===== config.mk =====
export PLATFORM = sky130hd
export DESIGN_NAME = seg14_scan_sched
export DESIGN_NICKNAME = d
export VERILOG_FILES = /design/src/rtl/seg14_scan_sched.sv
export SDC_FILE = /design/constraint.sdc
export NUM_CORES = 1
export LEC_CHECK = 0
export BUFFER_PORTS_ARGS = -buffer_cell sky130_fd_sc_hd__buf_2
export CAP_MARGIN = 20
export CELL_PAD_IN_SITES_DETAIL_PLACEMENT = 0
export CELL_PAD_IN_SITES_GLOBAL_PLACEMENT = 1
export CORE_MARGIN = 5
export CORE_UTILIZATION = 25
export DETAILED_ROUTE_END_ITERATION = 10
export MAX_ROUTING_LAYER = met4
export PLACE_DENSITY = 0.48
export SLEW_MARGIN = 20
export SYNTH_ARGS = -nofsm -noshare
export SYNTH_HDL_FRONTEND = slang
export SYNTH_SLANG_ARGS = --single-unit

===== constraint.sdc =====
create_clock -name clk -period 8.7 [get_ports clk]
set_input_delay 2.175 -clock clk [delete_from_list [all_inputs] [get_ports clk]]
set_output_delay 2.175 -clock clk [all_outputs]
set_load 0.005 [all_outputs]

===== src/rtl/seg14_scan_sched.sv =====
// Scan scheduler for a 12-digit 14-segment display: double-buffered message,
// commit synchronised to the frame boundary. Define SEG14_SCROLL_EN for scrolling.
module seg14_scan_sched #(
    parameter int DIGITS        = 12,
    parameter int DWELL         = 4,
    parameter int SCROLL_FRAMES = 2
) (
    input  logic              clk,
    input  logic              rst_n,
    input  logic              wr_valid,
    output logic              wr_ready,
    input  logic [3:0]        wr_addr,
    input  logic [5:0]        wr_char,
    input  logic              commit,
    output logic              commit_pending,
    input  logic              scroll_en,
    output logic [DIGITS-1:0] sel,
    output logic [13:0]       segm,
    output logic              frame_tick
);

    localparam int            IW         = (DIGITS > 1) ? $clog2(DIGITS) : 1;
    localparam int            DW         = $clog2(DWELL);
    localparam logic [DW-1:0] DWELL_LAST = DW'(DWELL - 1);
    localparam logic [IW-1:0] DIGIT_LAST = IW'(DIGITS - 1);
    localparam logic [IW:0]   DIGITS_P   = (IW + 1)'(DIGITS);
    localparam logic [4:0]    DIGITS_W   = 5'(DIGITS);
    localparam logic [5:0]    BLANK      = 6'd63;

    logic [DW-1:0] dwell;
    logic [IW-1:0] idx;
    logic [IW-1:0] offset;
    logic [5:0]    shadow [DIGITS];
    logic [5:0]    active [DIGITS];
    logic          tick_q;

    logic          dwell_last;
    logic          boundary;
    logic          commit_now;
    logic          wr_fire;
    logic [IW:0]   pos_sum;
    logic [IW-1:0] pos;

    function automatic logic [13:0] glyph(input logic [5:0] code);
        logic [13:0] g;
        // bit order a b c d e f g1 g2 h i j k l m
        case (code)
            6'd0:    g = 14'b11101111000000;
            6'd1:    g = 14'b11110001010010;
            6'd2:    g = 14'b10011100000000;
            6'd3:    g = 14'b11110000010010;
            6'd4:    g = 14'b10011110000000;
            6'd5:    g = 14'b10001110000000;
            6'd6:    g = 14'b10111101000000;
            6'd7:    g = 14'b01101111000000;
            6'd8:    g = 14'b10010000010010;
            6'd9:    g = 14'b01111000000000;
            6'd10:   g = 14'b00001110001100;
            6'd11:   g = 14'b00011100000000;
            6'd12:   g = 14'b01101100101000;
            6'd13:   g = 14'b01101100100100;
            6'd14:   g = 14'b11111100000000;
            6'd15:   g = 14'b11001111000000;
            6'd16:   g = 14'b11111100000100;
            6'd17:   g = 14'b11001111000100;
            6'd18:   g = 14'b10110111000000;
            6'd19:   g = 14'b10000000010010;
            6'd20:   g = 14'b01111100000000;
            6'd21:   g = 14'b00001100001001;
            6'd22:   g = 14'b01101100000101;
            6'd23:   g = 14'b00000000101101;
            6'd24:   g = 14'b00000000101010;
            6'd25:   g = 14'b10010000001001;
            6'd26:   g = 14'b11111100001001;
            6'd27:   g = 14'b01100000001000;
            6'd28:   g = 14'b11011011000000;
            6'd29:   g = 14'b11110001000000;
            6'd30:   g = 14'b01100111000000;
            6'd31:   g = 14'b10110111000000;
            6'd32:   g = 14'b10111111000000;
            6'd33:   g = 14'b11100000000000;
            6'd34:   g = 14'b11111111000000;
            6'd35:   g = 14'b11110111000000;
            default: g = '0;
        endcase
        return g;
    endfunction

    always_comb begin
        dwell_last = (dwell == DWELL_LAST);
        boundary   = dwell_last && (idx == DIGIT_LAST);
        commit_now = boundary && commit_pending;
        wr_fire    = wr_valid && wr_ready && ({1'b0, wr_addr} < DIGITS_W);
        pos_sum    = {1'b0, idx} + {1'b0, offset};
        pos        = (pos_sum >= DIGITS_P) ? IW'(pos_sum - DIGITS_P) : pos_sum[IW-1:0];
    end

    assign wr_ready = !commit_pending;

    always_ff @(posedge clk) begin
        if (!rst_n) begin
            dwell          <= '0;
            idx            <= '0;
            sel            <= '0;
            segm           <= '0;
            tick_q         <= 1'b0;
            frame_tick     <= 1'b0;
            commit_pending <= 1'b0;
            for (int unsigned i = 0; i < DIGITS; i++) begin
                shadow[i] <= BLANK;
                active[i] <= BLANK;
            end
        end else begin
            sel  <= DIGITS'(1) << idx;
            segm <= glyph(active[pos]);

            // frame_tick lines up with the first output cycle of digit 0, one edge after the wrap
            tick_q     <= boundary;
            frame_tick <= tick_q;

            if (dwell_last) begin
                dwell <= '0;
                idx   <= (idx == DIGIT_LAST) ? '0 : idx + 1'b1;
            end else begin
                dwell <= dwell + 1'b1;
            end

            if (wr_fire) begin
                shadow[wr_addr[IW-1:0]] <= wr_char;
            end

            if (commit_now) begin
                for (int unsigned i = 0; i < DIGITS; i++) begin
                    active[i] <= shadow[i];
                end
                commit_pending <= 1'b0;
            end else if (commit && !commit_pending) begin
                commit_pending <= 1'b1;
            end
        end
    end

`ifdef SEG14_SCROLL_EN
    localparam int            FW         = (SCROLL_FRAMES > 1) ? $clog2(SCROLL_FRAMES) : 1;
    localparam logic [FW-1:0] FRAME_LAST = FW'(SCROLL_FRAMES - 1);

    logic [FW-1:0] frame_cnt;

    // a commit on the same boundary overrides the scroll step
    always_ff @(posedge clk) begin
        if (!rst_n) begin
            offset    <= '0;
            frame_cnt <= '0;
        end else if (commit_now) begin
            offset    <= '0;
            frame_cnt <= '0;
        end else if (boundary && scroll_en) begin
            if (frame_cnt == FRAME_LAST) begin
                frame_cnt <= '0;
                offset    <= (offset == DIGIT_LAST) ? '0 : offset + 1'b1;
            end else begin
                frame_cnt <= frame_cnt + 1'b1;
            end
        end
    end
`else
    logic unused_scroll;

    assign offset        = '0;
    assign unused_scroll = scroll_en;
`endif

endmodule


Word level (Yosys, flattened, before mapping)
Memory sizes are Yosys's and may differ from the RTL's. A register that Yosys moved wholly into a read port is not among the register bits. Cells that the tools add are included.

Multiplexer cells: 24. Eq/ne operators: 2. Add/subtract/negate cells: 3. Reduce and logical (&&, ||, !) cells: 10. Shift operators: 1. Bitwise logic cells: 13. Magnitude comparators: 2.

Operators with widths (count): $mux 6 (13); $mux 4 (3); $or 1x1->1 (12); $shl 1x4->12 const A (1); $mux 1 (8); $reduce_or 6->1 (1); $logic_and 1x1->1 (5); $add 4x1->4 const B (1); $eq 4x4->1 const B (1); $ge 4x4->1 const B (1); $lt 4x4->1 const B (1); $reduce_or 2->1 (2); $sub 4x4->4 const B (1); $add 2x1->2 const B (1); $eq 2x2->1 const B (1); $logic_not 1->1 (2); $not 1->1 (1).

Output and inout port bits: 29. Flip-flop bits (word level): 21. Bits of input ports: 15. Logic and storage cells: 64. Memories kept: 3. Memory bits (writable): 144. ROM bits: 896.

Memories: (name not given) (words 64, bits a word 14, read ports 1, clocked after memory_dff 1, wr ports 0, line 47) `case (code)`; active (words 12, bits a word 6, read ports 1, clocked after memory_dff 0, wr ports 12, line 34) `logic [5:0] active [DIGITS];`; shadow (words 12, bits a word 6, read ports 12, clocked after memory_dff 0, wr ports 12, line 33) `logic [5:0] shadow [DIGITS];`.

Logic depth before layout (Yosys ltp)
Depth after elaboration: 8. Mapped depth: 13. Gate-level depth less buffers: 10.

Worst setup path after synthesis
Ideal clock, no wire load.

Kind: reg2reg. From: register idx[3]. To: memory active[0][0], enable pin. Cell stages (with the launch flop): 6. Arrival: 6.296 ns. Buffers on the path: 2. Library setup time: 0.604 ns. Required time: 8.096 ns. Clock period less this slack: 6.900 ns. Slack: 1.800 ns. Cell sequence: dfxtp_1 clkbuf_1 nor2b_1 clkbuf_1 nand3_1 o21ai_0.

RTL lines: start, declared (line 31) `logic [IW-1:0] idx;`; start signal, assigned (line 123) `idx <= (idx == DIGIT_LAST) ? '0 : idx + 1'b1;`; end, declared (line 34).

==> impl_metrics.json <==
{
  "cts-resized-gates": 0,
  "syn_nets": 627,
  "dr.pass1.iters": 5,
  "dpl_worst_slack_ns": 4.048,
  "routed_wirelength_um": 18250,
  "synth-seq-area-share_pct": 62.73,
  "postRouteAntennaNets": 0,
  "synthSimpleGateAreaFrac_pct": 16.85,
  "synth_top_area_cell": "edfxtp_1",
  "dp_hpwl_um": 12410,
  "die_area_um2": 35720,
  "initial_utilization_pct": 25.32,
  "final_util_pct": 29.09,
  "power_frac_comb_pct": 4.1,
  "path_class": "input port to flop",
  "die_y_um": 189,
  "muxShareOfSynthArea_pct": 9.560,
  "worst_hold_slack_ns": 0.4317,
  "switchingPower_w": 0.0004122,
  "avgRoutedWirePerCell_um": 17.62,
  "clockBufferDepth": 2,
  "insertion_delay_ns": 0.43,
  "swShare_pct": 22.55,
  "grt_pass1_vias": 4785,
  "async_flop_share_pct": 0,
  "drtIter0Drc": 339,
  "synthAdderAreaFrac_pct": 2.343,
  "antenna_found_initial": 0,
  "maxCapViolCount": 0,
  "seqPwrFrac_pct": 51.1,
  "grt_usage_pct": 10.96,
  "cts.sinks": 179,
  "intPower_w": 0.001416,
  "synth_cells": 597,
  "cts.clk_slew.worst_paths_ns": 0.06,
  "synth_edf_count": 144,
  "synth_seq_cells": 179,
  "synth_xor_area_share_pct": 0,
  "outcome": "completed",
  "p_per_area_nw_per_um2": 198.6,
  "cp.arrival_ns": 4.25,
  "synth.distinct_cells": 49,
  "leakagePower_nw": 2.601,
  "synth_compound_area_share_pct": 5.264,
  "viasPerCell": 4.416,
  "pwr-share-clk_pct": 44.9,
  "final_common_cell": "edfxtp_1",
  "die_w_um": 189,
  "end_kind": "flop",
  "fillCellCount": 3188,
  "tightest_slew_ns": 0.9850,
  "syn_area_per_cell_um2": 13.42,
  "grt_pass1_wl_um": 29080,
  "htreeDepth": 4,
  "fin_ws_ns": 4.559,
  "num_rows": 65,
  "place_area_um2": 8569,
  "antenna_cells": 0,
  "fmax_mhz": 241.5,
  "routabilityCongestion": 0.7683,
  "grt_start_max_net_pins": 74,
  "synth_top_area_share_pct": 53.98,
  "remaining_drc_errors": 0,
  "skew_ns": 0.01340,
  "timing.slew.headroom_pct": 33.64,
  "io_buffers": 42,
  "postLayoutCellArea_um2": 9203,
  "cp.required_ns": 8.81,
  "fin_setup_tns_ns": 0,
  "drive_gt1_share_pct": 31.70,
  "post-route-period-util_pct": 47.60,
  "rsz0062_at_grt": "no",
  "cts_buffers": 17,
  "io_pins": 44,
  "nets": 651,
  "synth_area_leaders": "edfxtp_1 54%, dfxtp_1 8.7%, or2_2 7.2%, mux4_2 5.1%, or3_1 3.0%",
  "cts_tree": "built",
  "coreArea_um2": 31640,
  "yosysWarnings": 0,
  "overflow": 0,
  "clock-root-buffer": "clkbuf_16",
  "most-common-layout-cells": "144 x edfxtp_1, 92 x or2_2, 42 x buf_2",
  "layout_min_cycle_time_ns": 4.141,
  "crit_fanout": 15,
  "setup_viol": 0,
  "hold_violations": 0,
  "post_cts_buffers": 0,
  "synth_top_flop_cell": "edfxtp_1",
  "ir_worst_vdd_v": 0.0001352,
  "vias": 4575,
  "syn_area_um2": 8010,
  "synth_top_family_by_area": "simple AND/OR/NAND/NOR gates",
  "cp-start-kind": "input port",
  "worstHoldPathType": "flop to flop",
  "syn_to_final_growth_pct": 14.89,
  "hold_buffers": 0,
  "slew_viol_final": 0
}
[synthesized netlist by cell type (5+ instances only)]
| cell type | n |
|---|---|
| ha_1 | 15 |
| or3_1 | 38 |
| clkbuf_1 | 29 |
| nor3_1 | 5 |
| nand2b_1 | 23 |
| nand3_1 | 8 |
| o21ai_0 | 24 |
| and3_1 | 6 |
| buf_2 | 8 |
| mux2i_1 | 17 |
| or2_2 | 92 |
| nor2_1 | 26 |
| edfxtp_1 | 144 |
| mux4_2 | 18 |
| dfxtp_1 | 35 |
| a21oi_1 | 12 |
| nand2_1 | 25 |
| inv_1 | 10 |
[final timing paths]
kind              start           end  slack (ns)  depth (start not counted)
max          wr_addr[2]  shadow[3][3]        4.56                          6
min            dwell[0]      dwell[0]        0.43                          1
max reg2reg      idx[0]      segm[13]        5.02                          9
min reg2reg    dwell[0]      dwell[0]        0.43                          1
[power by group through the flow]
stage / clock network [W] / registers (W) / logic, W
after floorplan: 0 / 0.000951 / 0.0000512
after global placement: 0 / 0.000953 / 0.0000751
final: 0.000820 / 0.000933 / 0.0000742
after global routing: 0.000882 / 0.000934 / 0.0000831
after CTS: 0.000843 / 0.000934 / 0.0000762
after detailed placement: 0 / 0.000953 / 0.0000760
[worst max-delay path, cell delays in order]
cell and delay [ns]:
buf_2 0.15, a21oi_1 0.14, and3_1 0.22, nand3_1 0.46
nor3_1 0.74, nand2b_1 0.36
[routing by layer]
layer	routed length (µm)	global-route usage, %
met4	187	2.354
met3	715	2.821
met1	8707	14.83
met5	0	-
met2	8640	16.73
[kinds of logic (layout without fill, tap and decap cells)]
family          count (synthesis)  after routing
fa+ha+maj                      15             15
simple gates                  237            237
buf+inv                        55             92
mux                            46             46
flops                         179            179
compound gates                 65             65
[registers in the layout, summed over array words and instances, names as in the netlist]
| name | count |
|---|---|
| idx | 4 |
| frame_tick | 1 |
| shadow | 72 |
| tick_q | 1 |
| sel | 12 |
| segm | 14 |
| active | 72 |
| dwell | 2 |
| commit_pending | 1 |
[metrics by stage]
| step | std cells | total power [W] |
|---|---|---|
| after floorplan | 597 | 0.001003 |
| after global placement | 1004 | 0.001028 |
| after detailed placement | 1004 | 0.001029 |
| after CTS | 1036 | 0.001853 |
| after global routing | 1036 | 0.001900 |
| final | 1036 | 0.001828 |
[layout make-up]
type	count	area, µm²	share of cell area [%]
clock buffers	17	425.4	4.623
clock inverters	15	207.7	2.257
inverters	12	47.55	0.5167
multi-input cells	363	2739	29.76
flip-flops and latches	179	5025	54.60
well taps	402	503.0	5.466
repair buffers	48	255.2	2.774
(Power assumes the default switching activity.)
